--- src/rtl/ov2640_cfg_pkg.sv ---
// OV2640 register-table sequencer: shared states and constants.
// OV2640_SOFT_RESET_EN selects the soft-reset preamble steps.
package ov2640_cfg_pkg;

  typedef enum logic [2:0] {
    IDLE,
    PWRUP,
    LOAD,
    START,
    WAIT_ACK,
    GAP,
    DONE,
    ERR
  } cfg_state_t;

  typedef enum logic [1:0] {
    PRE_BANK,
    PRE_COM7,
    PRE_WAIT,
    PRE_TABLE
  } pre_step_t;

  localparam logic [7:0] OV2640_SLAVE_ID = 8'h60;

  localparam logic [7:0] SRST_BANK_ADDR = 8'hFF;
  localparam logic [7:0] SRST_BANK_VAL  = 8'h01;
  localparam logic [7:0] SRST_COM7_ADDR = 8'h12;
  localparam logic [7:0] SRST_COM7_VAL  = 8'h80;

  function automatic int max_w(int a, int b);
    return (a > b) ? a : b;
  endfunction

endpackage

--- src/rtl/ov2640_cfg_sequencer_rom.sv ---
// OV2640 register table, {addr,value} per entry.
// Indices at or beyond TABLE_LEN read as 16'hFFFF.
module ov2640_reg_rom #(
  parameter int TABLE_LEN = 200
) (
  input  logic [7:0]  index,
  output logic [15:0] entry
);

  // table lookup, guarded by table length
  always_comb begin
    entry = 16'hFFFF;
    if (int'(index) < TABLE_LEN) begin
      case (index)
        8'd0:    entry = 16'hFF00;
        8'd1:    entry = 16'h2CFF;
        8'd2:    entry = 16'h2EDF;
        8'd3:    entry = 16'hFF01;
        8'd4:    entry = 16'h3C32;
        8'd5:    entry = 16'h1100;
        8'd6:    entry = 16'h0902;
        8'd7:    entry = 16'h0428;
        8'd8:    entry = 16'h13E5;
        8'd9:    entry = 16'h1448;
        8'd10:   entry = 16'h2C0C;
        8'd11:   entry = 16'h3378;
        default: entry = 16'hFFFF;
      endcase
    end
  end

endmodule

--- src/rtl/ov2640_cfg_sequencer.sv ---
// Walks the OV2640 register table through an SCCB driver.
// OV2640_SOFT_RESET_EN adds a soft-reset preamble.
module ov2640_cfg_sequencer
  import ov2640_cfg_pkg::*;
#(
  parameter logic [7:0] SLAVE_ID     = OV2640_SLAVE_ID,
  parameter int         TABLE_LEN    = 200,
  parameter int         PWRUP_CYCLES = 1_000_000,
  parameter int         GAP_CYCLES   = 70_000,
  parameter int         ACK_TIMEOUT  = 1024
) (
  input  logic       clk,
  input  logic       rst,
  input  logic       restart,
  input  logic       sccb_ok,
  output logic       cfg_ok,
  output logic [7:0] slave_id,
  output logic [7:0] cfg_addr,
  output logic [7:0] value,
  output logic       busy,
  output logic       cfg_done,
  output logic       cfg_err,
  output logic [7:0] index
);

  localparam int PW_W = $clog2(PWRUP_CYCLES + 1);
  localparam int GP_W = $clog2(GAP_CYCLES + 1);
  localparam int AK_W = $clog2(ACK_TIMEOUT + 1);
  localparam int CW   = max_w(max_w(PW_W, GP_W), AK_W);

  localparam logic [CW-1:0] PW_LAST =
    CW'((PWRUP_CYCLES > 0) ? PWRUP_CYCLES - 1 : 0);
  localparam logic [CW-1:0] GP_LAST =
    CW'((GAP_CYCLES > 0) ? GAP_CYCLES - 1 : 0);
  localparam logic [CW-1:0] AK_LAST =
    CW'((ACK_TIMEOUT > 0) ? ACK_TIMEOUT - 1 : 0);
  localparam logic [7:0] IDX_LAST = 8'(TABLE_LEN - 1);

  cfg_state_t    state, state_n;
  logic [CW-1:0] cnt, cnt_n;
  logic [7:0]    idx, idx_n;
  logic [7:0]    addr_n, val_n;
  logic [15:0]   rom_entry;
`ifdef OV2640_SOFT_RESET_EN
  pre_step_t     pre, pre_n;
`endif

  ov2640_reg_rom #(
    .TABLE_LEN(TABLE_LEN)
  ) u_rom (
    .index(idx),
    .entry(rom_entry)
  );

  // state, counter and presented-write registers
  always_ff @(posedge clk) begin
    if (rst) begin
      state    <= PWRUP;
      cnt      <= '0;
      idx      <= '0;
      cfg_addr <= '0;
      value    <= '0;
`ifdef OV2640_SOFT_RESET_EN
      pre      <= PRE_BANK;
`endif
    end else begin
      state    <= state_n;
      cnt      <= cnt_n;
      idx      <= idx_n;
      cfg_addr <= addr_n;
      value    <= val_n;
`ifdef OV2640_SOFT_RESET_EN
      pre      <= pre_n;
`endif
    end
  end

  // next-state, counters and table stepping
  always_comb begin
    state_n = state;
    cnt_n   = cnt;
    idx_n   = idx;
    addr_n  = cfg_addr;
    val_n   = value;
`ifdef OV2640_SOFT_RESET_EN
    pre_n   = pre;
`endif
    unique case (state)
      PWRUP: begin
        if (cnt >= PW_LAST) begin
          state_n = LOAD;
          cnt_n   = '0;
          idx_n   = '0;
`ifdef OV2640_SOFT_RESET_EN
          if (pre == PRE_WAIT) pre_n = PRE_TABLE;
`endif
        end else begin
          cnt_n = cnt + 1'b1;
        end
      end
      LOAD: begin
        state_n         = START;
        {addr_n, val_n} = rom_entry;
`ifdef OV2640_SOFT_RESET_EN
        if (pre == PRE_BANK)
          {addr_n, val_n} = {SRST_BANK_ADDR, SRST_BANK_VAL};
        else if (pre == PRE_COM7)
          {addr_n, val_n} = {SRST_COM7_ADDR, SRST_COM7_VAL};
`endif
      end
      START: begin
        state_n = WAIT_ACK;
        cnt_n   = CW'(1);
      end
      WAIT_ACK: begin
        if (sccb_ok) begin
          state_n = GAP;
          cnt_n   = '0;
        end else if (cnt >= AK_LAST) begin
          state_n = ERR;
        end else begin
          cnt_n = cnt + 1'b1;
        end
      end
      GAP: begin
        if (cnt >= GP_LAST) begin
          cnt_n = '0;
`ifdef OV2640_SOFT_RESET_EN
          if (pre == PRE_BANK) begin
            pre_n   = PRE_COM7;
            state_n = LOAD;
          end else if (pre == PRE_COM7) begin
            pre_n   = PRE_WAIT;
            state_n = PWRUP;
          end else
`endif
          if (idx >= IDX_LAST) begin
            state_n = DONE;
          end else begin
            idx_n   = idx + 1'b1;
            state_n = LOAD;
          end
        end else begin
          cnt_n = cnt + 1'b1;
        end
      end
      default: begin
      end
    endcase
    if (restart) begin
      state_n = PWRUP;
      cnt_n   = '0;
      idx_n   = '0;
`ifdef OV2640_SOFT_RESET_EN
      pre_n   = PRE_BANK;
`endif
    end
  end

  assign cfg_ok   = (state == START);
  assign slave_id = SLAVE_ID;
  assign busy     = !(state == IDLE || state == DONE || state == ERR);
  assign cfg_done = (state == DONE);
  assign cfg_err  = (state == ERR);
  assign index    = idx;

endmodule
--- config.mk ---
export PLATFORM = sky130hd
export DESIGN_NAME = ov2640_cfg_sequencer
export DESIGN_NICKNAME = d
export VERILOG_FILES = /design/src/rtl/ov2640_cfg_pkg.sv /design/src/rtl/ov2640_cfg_sequencer_rom.sv /design/src/rtl/ov2640_cfg_sequencer.sv
export SDC_FILE = /design/constraint.sdc
export NUM_CORES = 1
export LEC_CHECK = 0
export BUFFER_PORTS_ARGS = -buffer_cell sky130_fd_sc_hd__buf_2
export CORE_MARGIN = 2
export CORE_UTILIZATION = 52
export DETAILED_ROUTE_END_ITERATION = 16
export PLACE_DENSITY = 0.88
export SYNTH_ARGS = -nofsm -noshare
export SYNTH_HDL_FRONTEND = slang
export SYNTH_SLANG_ARGS = --single-unit
--- constraint.sdc ---
create_clock -name clk -period 2.68 [get_ports clk]
set_input_delay 0.134 -clock clk [delete_from_list [all_inputs] [get_ports clk]]
set_output_delay 0.134 -clock clk [all_outputs]
set_load 0.01 [all_outputs]
==> reports/results.txt, run 1 <==
outcome: finished with violations
failing checks: setup timing
Peak VDD IR: 0.000472 V
FMAX: 370 MHz
syn avg cell area: 8.44 µm²
crit end category: register
CP Data Arrival Time: 2.97 ns
combinational share of power: 1.8%
Synth cell types: 67
GRT Util Overall: 26.3%
largest cells by area after synthesis: dfxtp_1 38%, nor2_1 7.6%, nor3_1 4.8%
Lkg Pwr: 0.00164 µW
net load switching power: 400 µW
RSZ-0062 raised after global routing: yes
antenna violations before repair: 0
Cell Int Power: 1530 µW
Final Hold Viols: 0
Root Buffer: clkbuf_8
initial core utilization: 54.0%
Tightest Pin Transition: 0.496 ns
Antenna Nets Post-Route: 0
total CTS buffers: 9
hold buffers post-CTS: 0
n_diodes: 0
FFs w/ async S/R, synth: 0%
Pwr Density: 479 mW/mm²
post-DP HPWL: 5.72 mm
Die Y: 82.6 µm
crit path kind: reg2reg
# H-tree levels: 3
Post-Syn Area: 0.00321 mm²
drt total wl: 8.58 mm
worst-skew pair later-pin latency: 0.35 ns
Final Skew: 0.0106 ns
Cells after Synth: 381
RD Place Congestion: 0.900
Final Cycle Share: 101%
most frequent cells in the layout: 64 x nor2_1, 59 x dfxtp_1, 43 x buf_4
io pins: 40
Max Root-Sink Buffers: 2
Slew HR: 66.8%
Final Setup Violations: 2
commonest non-fill, non-tap cell in the layout: nor2_1
CP Launch Type: register
Die X-Extent: 82.6 µm
DR vias: 3057
first-pass GRT wire length: 13.6 mm
final net count: 460
fraction of layout cells with a size suffix above 1: 29.0%
Max Slew Vio Count: 0
CTS clk-pin slew, worst paths: 0.07 ns
MaxCap Viol Count: 0
Die Area: 0.00683 mm²
Hold Path Class: in2reg
Synth Flop Type: dfxtp_1
Finished Cell Area: 0.00404 mm²
CTS tree: done
fin worst setup slack: -0.0238 ns
max layer used: met4
Critical Path RT: 2.95 ns
Met3 Wirelength: 502 µm
Seq/Total Area, Yosys: 38.0%
count of clock tree sinks: 61
Post-route DRC: 0
DR iter-0 viols: 184
routed wl met2: 4.35 mm
Seq pwr share: 47.0%
Yosys top cell area share: 38.0%
maximum fanout along the worst path: 3
Ys Warns: 0
Rows: 28
number of enable flip-flop cells after synthesis: 0
Place WS: -0.0683 ns
# port buffers: 31
vias in the first global route: 3014
average wire per standard cell: 16.3 µm
DRT Pass-1 Iters: 7
cell taking the most area after synthesis: dfxtp_1
power share of the clock group: 51.2%
Core ar.: 0.00596 mm²
Overflow after GRT: 0
Vias/cell: 5.80
Tot Pwr: 1930 µW
largest net degree at the start of global routing: 19
Seq cells post-synth: 61
Routed met1 length: 3.43 mm
Setup TNS: -0.0329 ns
synth-to-layout area growth: 25.6%
placed inst area: 0.00361 mm²
fin crit period: 2.70 ns
switching share of power: 20.7%
==> routing by layer <==
layer	track usage [%]	vias up
li1	-	1446
met1	27.1	1431
met2	47.3	145
met3	7.61	35
met4	14.9	0
met5	0	-
==> cell usage after synthesis, drive strengths merged, types with 3 or more instances <==
library cell,count
xor2,3
inv,15
or4,3
nand4,6
nor2,66
o21ai,13
nand2,20
nor3b,3
mux2i,5
nor4,8
or2,5
a21oi,13
buf,18
a211oi,4
o32a,3
nand2b,6
or3,7
dfxtp,61
clkbuf,9
nor4b,3
a31oi,3
and2,6
nand3,9
nor3,32
ha,9
xnor2,17
==> cell families (layout without fill, tap and decap cells) <==
| family | after synthesis | after routing | synth area share [%] |
|---|---|---|---|
| compound gates | 57 | 57 | 14.6 |
| xor+xnor | 20 | 20 | 5.45 |
| fa+ha+maj | 9 | 9 | 3.50 |
| buf+inv | 42 | 107 | 6.81 |
| flops | 61 | 61 | 38.0 |
| mux | 6 | 6 | 1.91 |
| other cells | 2 | 8 | 0.234 |
| simple gates | 184 | 184 | 29.5 |
==> final timing paths <==
check | depth (start not counted) | end | start | slack [ns]
max | 13 | register | index[0] | -0.02
min | 2 | value[6] | rst | 0.21
max reg2reg | 13 | register | index[0] | -0.02
min reg2reg | 2 | value[0] | register | 0.48
==> final cells by class <==
class / count / area, µm²
multi-input cells: 284 / 1910
fillers: 440 / 1920
inverters: 15 / 56.3
flip-flops and latches: 61 / 1220
clock inverters: 6 / 111
well taps: 75 / 93.8
repair buffers: 76 / 509
clock buffers: 10 / 128
==> critical path: stages, from the launching register on <==
cell and delay, ns:
dfxtp_2 0.34, ha_4 0.17, a2111oi_4 0.30, nor2_1 0.10
a21o_1 0.20, or3_4 0.39, a22oi_2 0.22, nor2_2 0.08
buf_6 0.13, ha_4 0.16, and2_4 0.14, mux2i_1 0.13
o211ai_1 0.10, a22oi_1 0.15
==> power groups by stage <==
stage	sequential (µW)	clock, µW	combinational [µW]
6_report	909	991	34.7
5_1_grt	908	1050	38.1
4_1_cts	909	1000	33.8
3_5_place_dp	929	0	33.6
3_3_place_gp	929	0	32.1
2_1_floorplan	929	0	31.6
==> metrics by stage <==
step	instances	util, %	hold slack, ns
finish	527	67.8	0.208
global route	527	67.8	0.219
CTS	522	66.7	0.194
detailed placement	498	60.6	0.474
global placement	498	60.6	0.457
floorplan	387	-	0.438
==> what timing repair did <==
action | 4_1_cts | 5_1_grt
endpoints found under the hold margin | 0 | 0
gates resized for setup | 10 | 8
pin swaps | 11 | 5
setup buffers | 8 | 5
endpoints found under the setup margin | 7 | 15
Power figures use the tool's default switching activity.
==> run 2, diff against run 1 <==
--- a/config.mk
+++ b/config.mk
@@ -5,11 +5,12 @@
 export SDC_FILE = /design/constraint.sdc
 export NUM_CORES = 1
 export LEC_CHECK = 0
+export ABC_AREA = 1
 export BUFFER_PORTS_ARGS = -buffer_cell sky130_fd_sc_hd__buf_2
 export CORE_MARGIN = 2
 export CORE_UTILIZATION = 52
 export DETAILED_ROUTE_END_ITERATION = 16
-export PLACE_DENSITY = 0.88
+export PLACE_DENSITY = 0.87
 export SYNTH_ARGS = -nofsm -noshare
 export SYNTH_HDL_FRONTEND = slang
 export SYNTH_SLANG_ARGS = --single-unit
==> run 2 against run 1 <==
The run now ends clean; setup slack better by 0.22 ns; hold slack hardly changed; register-to-register slack better by 0.22 ns; largest power group is now sequential cells.
==> reports/results.txt, run 2 <==
Core ar.: 0.00624 mm² (+4.8%)
Die Area: 0.00700 mm² (+2.5%)
count of clock tree sinks: 61 (unchanged)
cell taking the most area after synthesis: dfxtp_1
largest net degree at the start of global routing: 18 (-1)
antenna violations before repair: 0 (unchanged)
Seq cells post-synth: 61 (unchanged)
XOR/XNOR share of the synthesized area: 2.66% (-2.8 points)
Critical-path top delay cell: dfxtp_1
vias in the first global route: 2918 (-3.2%)
synth-to-layout area growth: 11.5%
DRT Pass-1 Iters: 5 (-2)
Post-route DRC: 0 (unchanged)
# port buffers: 31 (unchanged)
hold buffers post-CTS: 0 (unchanged)
CP Data Arrival Time: 2.73 ns (-0.24 ns)
Root Buffer: clkbuf_8
FFs w/ async S/R, synth: 0% (unchanged)
average wire per standard cell: 13.0 µm (-20%)
io pins: 40 (unchanged)
number of enable flip-flop cells after synthesis: 0 (unchanged)
CP Cell Sequence: nand2_2 > nor2_4 > nand3_1 > clkinv_1 > nand2_4 > nand3_4 > nand2_1 > nand2_1 > nand2_1 > ha_1 > inv_1 > nand3_1 > nand3_1 > nand2_1
Tightest Pin Transition: 0.547 ns (+0.0505 ns)
Placed Cells incl. Taps: 565 (+13%)
MaxCap Viol Count: 0 (unchanged)
CTS tree: done
DR vias: 3096 (+1.3%)
drt total wl: 7.54 mm (-12%)
largest family of logic cells by synthesized area: simple AND/OR/NAND/NOR gates
Post-Syn Area: 0.00330 mm² (+2.6%)
total CTS buffers: 9 (unchanged)
Yosys top cell area share: 37.0% (-0.97 points)
Critical Path RT: 2.93 ns (-0.02 ns)
largest stage delay on the critical path: 0.59 ns (+0.20 ns)
Ys Warns: 0 (unchanged)
multiplexer share of the synthesized area: 0% (-1.9 points)
Overflow after GRT: 0 (unchanged)
outcome: finished clean
Die X-Extent: 83.6 µm (+1.2%)
Synth Area in Simple Gates: 34.4% (+4.9 points)
Core Util, Final: 58.9% (-8.9 points)
RD Place Congestion: 0.924 (+2.7%)
final net count: 512 (+11%)
Slew HR: 63.5% (-3.3 points)
initial core utilization: 52.8% (-1.1 points)
Fillers: 560 (+27%)
# H-tree levels: 3 (unchanged)
Compound-Gate Fraction of Synth Area: 11.9% (-2.6 points)
DR iter-0 viols: 229 (+24%)
crit path kind: reg2reg
Setup TNS: 0 ns (+0.0329 ns)
Rows: 29 (+3.6%)
Final Hold Viols: 0 (unchanged)
Die Y: 83.6 µm (+1.2%)
Tot Pwr: 1840 µW (-4.7%)
Peak VDD IR: 0.000352 V (-25%)
fraction of layout cells with a size suffix above 1: 16.9% (-12 points)
Max Root-Sink Buffers: 2 (unchanged)
first-pass GRT wire length: 13.0 mm (-3.8%)
# Post-CTS Setup Buffers: 0 (-8)
adder-cell area share of the yosys netlist: 3.41% (-0.089 points)
placed inst area: 0.00347 mm² (-3.8%)
commonest non-fill, non-tap cell in the layout: nand2_1
Cells after Synth: 467 (+23%)
n_diodes: 0 (unchanged)
post-DP HPWL: 5.42 mm (-5.3%)
worst-skew pair later-pin latency: 0.35 ns (about the same)
Synth Flop Type: dfxtp_1
Lkg Pwr: 0.00174 µW (+6.1%)
fin crit period: 2.49 ns (-0.218 ns)
Final Setup Violations: 0 (-2)
CP Launch Type: register
count leader, synth: nand2_1
Vias/cell: 5.33 (-8.1%)
Pwr Density: 501 mW/mm² (+4.6%)
Finished Cell Area: 0.00368 mm² (-8.9%)
Final Skew: 0.0108 ns (+0.000256 ns)
Seq/Total Area, Yosys: 37.0% (-0.97 points)
maximum fanout along the worst path: 11 (+8)
Synth cell types: 42 (-37%)
Final Cycle Share: 92.8% (-8.1 points)
RSZ-0062 raised after global routing: no
most frequent cells in the layout: 109 x nand2_1, 61 x dfxtp_1, 57 x nor2_1
CTS clk-pin slew, worst paths: 0.08 ns (about the same)
Final Non-Filler Cells: 581 (+10%)
largest cells by area after synthesis: dfxtp_1 37%, nand2_1 12%, nor2_1 6.5%
most frequent cells after synthesis: 109 x nand2_1, 61 x dfxtp_1, 57 x nor2_1
Hold Path Class: in2reg
PostCTS Resize Cnt: 0 (-10)
CP most frequent cell: nand2_1
crit end category: register
GRT Util Overall: 22.8% (-3.5 points)
Max Slew Vio Count: 0 (unchanged)
syn avg cell area: 7.06 µm² (-16%)
Antenna Nets Post-Route: 0 (unchanged)
FMAX: 402 MHz (+8.8%)
## run 2: path summary, 6_finish.rpt
path                                from       end  slack [ns]  cells after the start
worst max register to register  state[2]  register        0.19                     14
worst min register to register   cnt[19]   cnt[19]        0.50                      2
worst min-delay path             restart  register        0.21                      5
worst max-delay path            state[2]  register        0.19                     14
## run 2: cells by family (layout without fill, tap and decap cells)
logic type / Yosys count / count (layout)
compound gates: 69 / 69
xor+xnor: 10 / 10
fa+ha+maj: 9 / 9
buf+inv: 73 / 104
flops: 61 / 61
other cells: 2 / 8
simple gates: 243 / 243
## run 2: critical path, delay by kind of cell, from the launching register on
family,cells,cell delay (ns)
buffers and inverters,2,0.20
DFF,1,0.59
adders and majority gates,1,0.34
and+or+nand+nor,11,1.28
## run 2: metrics by stage
step / hold WS (ns) / worst slack (ns)
after floorplan: 0.337 / 0.208
after global placement: 0.466 / 0.289
after detailed placement: 0.482 / 0.174
after CTS: 0.194 / 0.160
after global routing: 0.226 / 0.0153
final: 0.208 / 0.194
## run 2: report_power, final
part / total [µW] / internal (µW) / leakage [µW] / switching [µW]
clock: 819 / 433 / 0.000100 / 385
combinational: 103 / 29.7 / 0.00115 / 73.0
sequential: 921 / 914 / 0.000492 / 7.38
total: 1840 / 1380 / 0.00174 / 466
## run 2: layer usage
metal	up-vias	routed length, µm	global-route usage (%)
met3	22	482	4.65
met4	0	209	10.3
li1	1560	-	-
met1	1401	3370	29.0
met2	113	3480	37.1
met5	-	0	0
## run 2: layout make-up
cell class                      count  area (µm²)  share of cell area, %
Tap cell                           77        96.3                   2.62
Inverter                           52         195                   5.31
Multi-Input combinational cell    339        1770                   48.2
Sequential cell                    61        1220                   33.2
Clock inverter                      7        73.8                   2.01
Clock buffer                        9         124                   3.37
Timing Repair Buffer               36         193                   5.24
==> run 3, diff against run 2 <==
--- a/config.mk
+++ b/config.mk
@@ -8,9 +8,9 @@
 export ABC_AREA = 1
 export BUFFER_PORTS_ARGS = -buffer_cell sky130_fd_sc_hd__buf_2
 export CORE_MARGIN = 2
-export CORE_UTILIZATION = 52
+export CORE_UTILIZATION = 62
 export DETAILED_ROUTE_END_ITERATION = 16
-export PLACE_DENSITY = 0.87
+export PLACE_DENSITY = 0.95
 export SYNTH_ARGS = -nofsm -noshare
 export SYNTH_HDL_FRONTEND = slang
 export SYNTH_SLANG_ARGS = --single-unit
==> constraint.sdc (replaced) <==
create_clock -name clk -period 3.2 [get_ports clk]
set_input_delay 0.16 -clock clk [delete_from_list [all_inputs] [get_ports clk]]
set_output_delay 0.16 -clock clk [all_outputs]
set_load 0.01 [all_outputs]
==> run 3 against run 2 <==
Die area down 15%; combinational power down 18%; fmax down 12%; sequential power shrank 16%; non-clock buffer count shrank 2; clock skew down 0.0026 ns; clock-buffer cell count increased by 2; setup slack improved by 0.20 ns; final area grew 1.4%; sequential cell count unchanged; power fell by 0.92%; first-iteration DRC count rose by 17%.
==> reports/results.txt, run 3 (same netlist as run 2, synthesis figures left out) <==
first-pass GRT wire length: 13.1 mm (+0.58%)
reg2reg path depth: 14 (unchanged)
PostCTS Resize Cnt: 0 (unchanged)
Reg-to-Reg Start: index[0]
CP Data Arrival Time: 3.05 ns (+0.32 ns)
Critical Path RT: 3.44 ns (+0.51 ns)
Tot Pwr: 1830 µW (-0.92%)
maximum fanout along the worst path: 11 (unchanged)
Core ar.: 0.00511 mm² (-18%)
RSZ-0062 raised after global routing: no
Die Y: 76.9 µm (-8.0%)
# H-tree levels: 3 (unchanged)
crit path kind: reg2reg
worst-skew pair later-pin latency: 0.35 ns (about the same)
worst hold slack: 0.218 ns (+0.00978 ns)
Vias/cell: 5.45 (+2.3%)
Core Util, Final: 73.0% (+14 points)
Fillers: 369 (-34%)
Setup TNS: 0 ns (unchanged)
fin crit period: 2.81 ns (+0.324 ns)
final net count: 510 (-0.39%)
worst hold start: restart
area occupied by multi-input gates: 0.00177 mm² (-0.49%)
MaxCap Viol Count: 0 (unchanged)
vias in the first global route: 2880 (-1.3%)
Peak VDD IR: 0.000385 V (+9.3%)
Lkg Pwr: 0.00177 µW (+1.8%)
fraction of layout cells with a size suffix above 1: 16.5% (-0.33 points)
Overflow after GRT: 0 (unchanged)
Post-route DRC: 0 (unchanged)
DRT Pass-1 Iters: 4 (-1)
Die Area: 0.00592 mm² (-15%)
average wire per standard cell: 13.9 µm (+6.7%)
drt total wl: 7.93 mm (+5.1%)
CP Launch Type: register
commonest non-fill, non-tap cell in the layout: nand2_1
Max Root-Sink Buffers: 2 (unchanged)
r2r setup slk: 0.39 ns (+0.20 ns)
largest net degree at the start of global routing: 17 (-1)
hold buffers post-CTS: 0 (unchanged)
io pins: 40 (unchanged)
Hold Path Class: in2reg
Root Buffer: clkbuf_8
Final Setup Violations: 0 (unchanged)
CTS tree: done
n_diodes: 0 (unchanged)
Antenna Nets Post-Route: 0 (unchanged)
crit end category: register
synth-to-layout area growth: 13.0%
Final Cycle Share: 87.8% (-5.0 points)
Pwr Density: 490 mW/mm² (-2.3%)
GRT Util Overall: 28.0% (+5.2 points)
Tightest Pin Transition: 0.557 ns (+0.0105 ns)
hold path cells: 5 (unchanged)
DR iter-0 viols: 268 (+17%)
post-DP HPWL: 5.44 mm (+0.38%)
Final Skew: 0.00822 ns (-0.00259 ns)
DR vias: 3118 (+0.71%)
Rows: 26 (-10%)
outcome: finished clean
most frequent cells in the layout: 109 x nand2_1, 61 x dfxtp_1, 57 x nor2_1
total CTS buffers: 9 (unchanged)
RD Place Congestion: 0.904 (-2.1%)
Slew HR: 62.8% (-0.70 points)
Die X-Extent: 76.9 µm (-8.0%)
Register Area: 0.00122 mm² (unchanged)
count of clock tree sinks: 61 (unchanged)
# Post-CTS Setup Buffers: 0 (unchanged)
Max Slew Vio Count: 0 (unchanged)
FMAX: 356 MHz (-12%)
antenna violations before repair: 0 (unchanged)
initial core utilization: 64.6% (+12 points)
# port buffers: 31 (unchanged)
CTS clk-pin slew, worst paths: 0.07 ns (about the same)
Final Hold Viols: 0 (unchanged)
-- run 3: worst max-delay path by stage --
| stage | startpoint | end | cells past startpoint |
|---|---|---|---|
| floorplan | index[0] | register | 15 |
| global placement | index[0] | register | 14 |
| detailed placement | index[0] | register | 14 |
| CTS | index[0] | register | 14 |
| global route | index[0] | register | 14 |
| finish | index[0] | register | 14 |
-- run 3: routing by layer --
metal  share of wire [%]  track usage (%)  wire [µm]
met4                 3.5             16.0        274
met1                  44             35.2       3490
met3                 7.4             6.94        585
met5                   0                0          0
met2                  45             43.6       3580
-- run 3: critical path: stages (launching register included) --
cell and delay [ns]:
dfxtp_1 0.37, ha_1 0.25, nand2_1 0.10, nand3b_1 0.12
a31oi_2 0.38, nand3_4 0.21, nand2_1 0.10, nand2_1 0.08
nand2_1 0.20, inv_1 0.12, ha_1 0.34, inv_1 0.12
nand3_1 0.13, nand3_1 0.12, nand2_1 0.05
-- run 3: metrics by stage --
step           cell area [µm²]  std cells  worst slack [ns]
2_1_floorplan             3320        473             0.728
3_3_place_gp              3450        556             0.687
3_5_place_dp              3450        556             0.501
4_1_cts                   3730        572             0.437
5_1_grt                   3730        572             0.139
6_report                  3730        572             0.390
-- run 3: layout make-up --
cell class / count / share of cell area (%)
Clock buffer: 11 / 4.06
Multi-Input combinational cell: 339 / 47.4
Sequential cell: 61 / 32.8
Timing Repair Buffer: 34 / 4.77
Tap cell: 70 / 2.35
Clock inverter: 5 / 3.46
Inverter: 52 / 5.24
-- run 3: power by group --
group          total (µW)  switching (µW)  internal [µW]  leakage (µW)
Combinational        84.9            61.5           23.4       0.00114
Sequential            772            6.17            765      0.000492
Clock                 969             327            642      0.000140
Total                1830             395           1430       0.00177
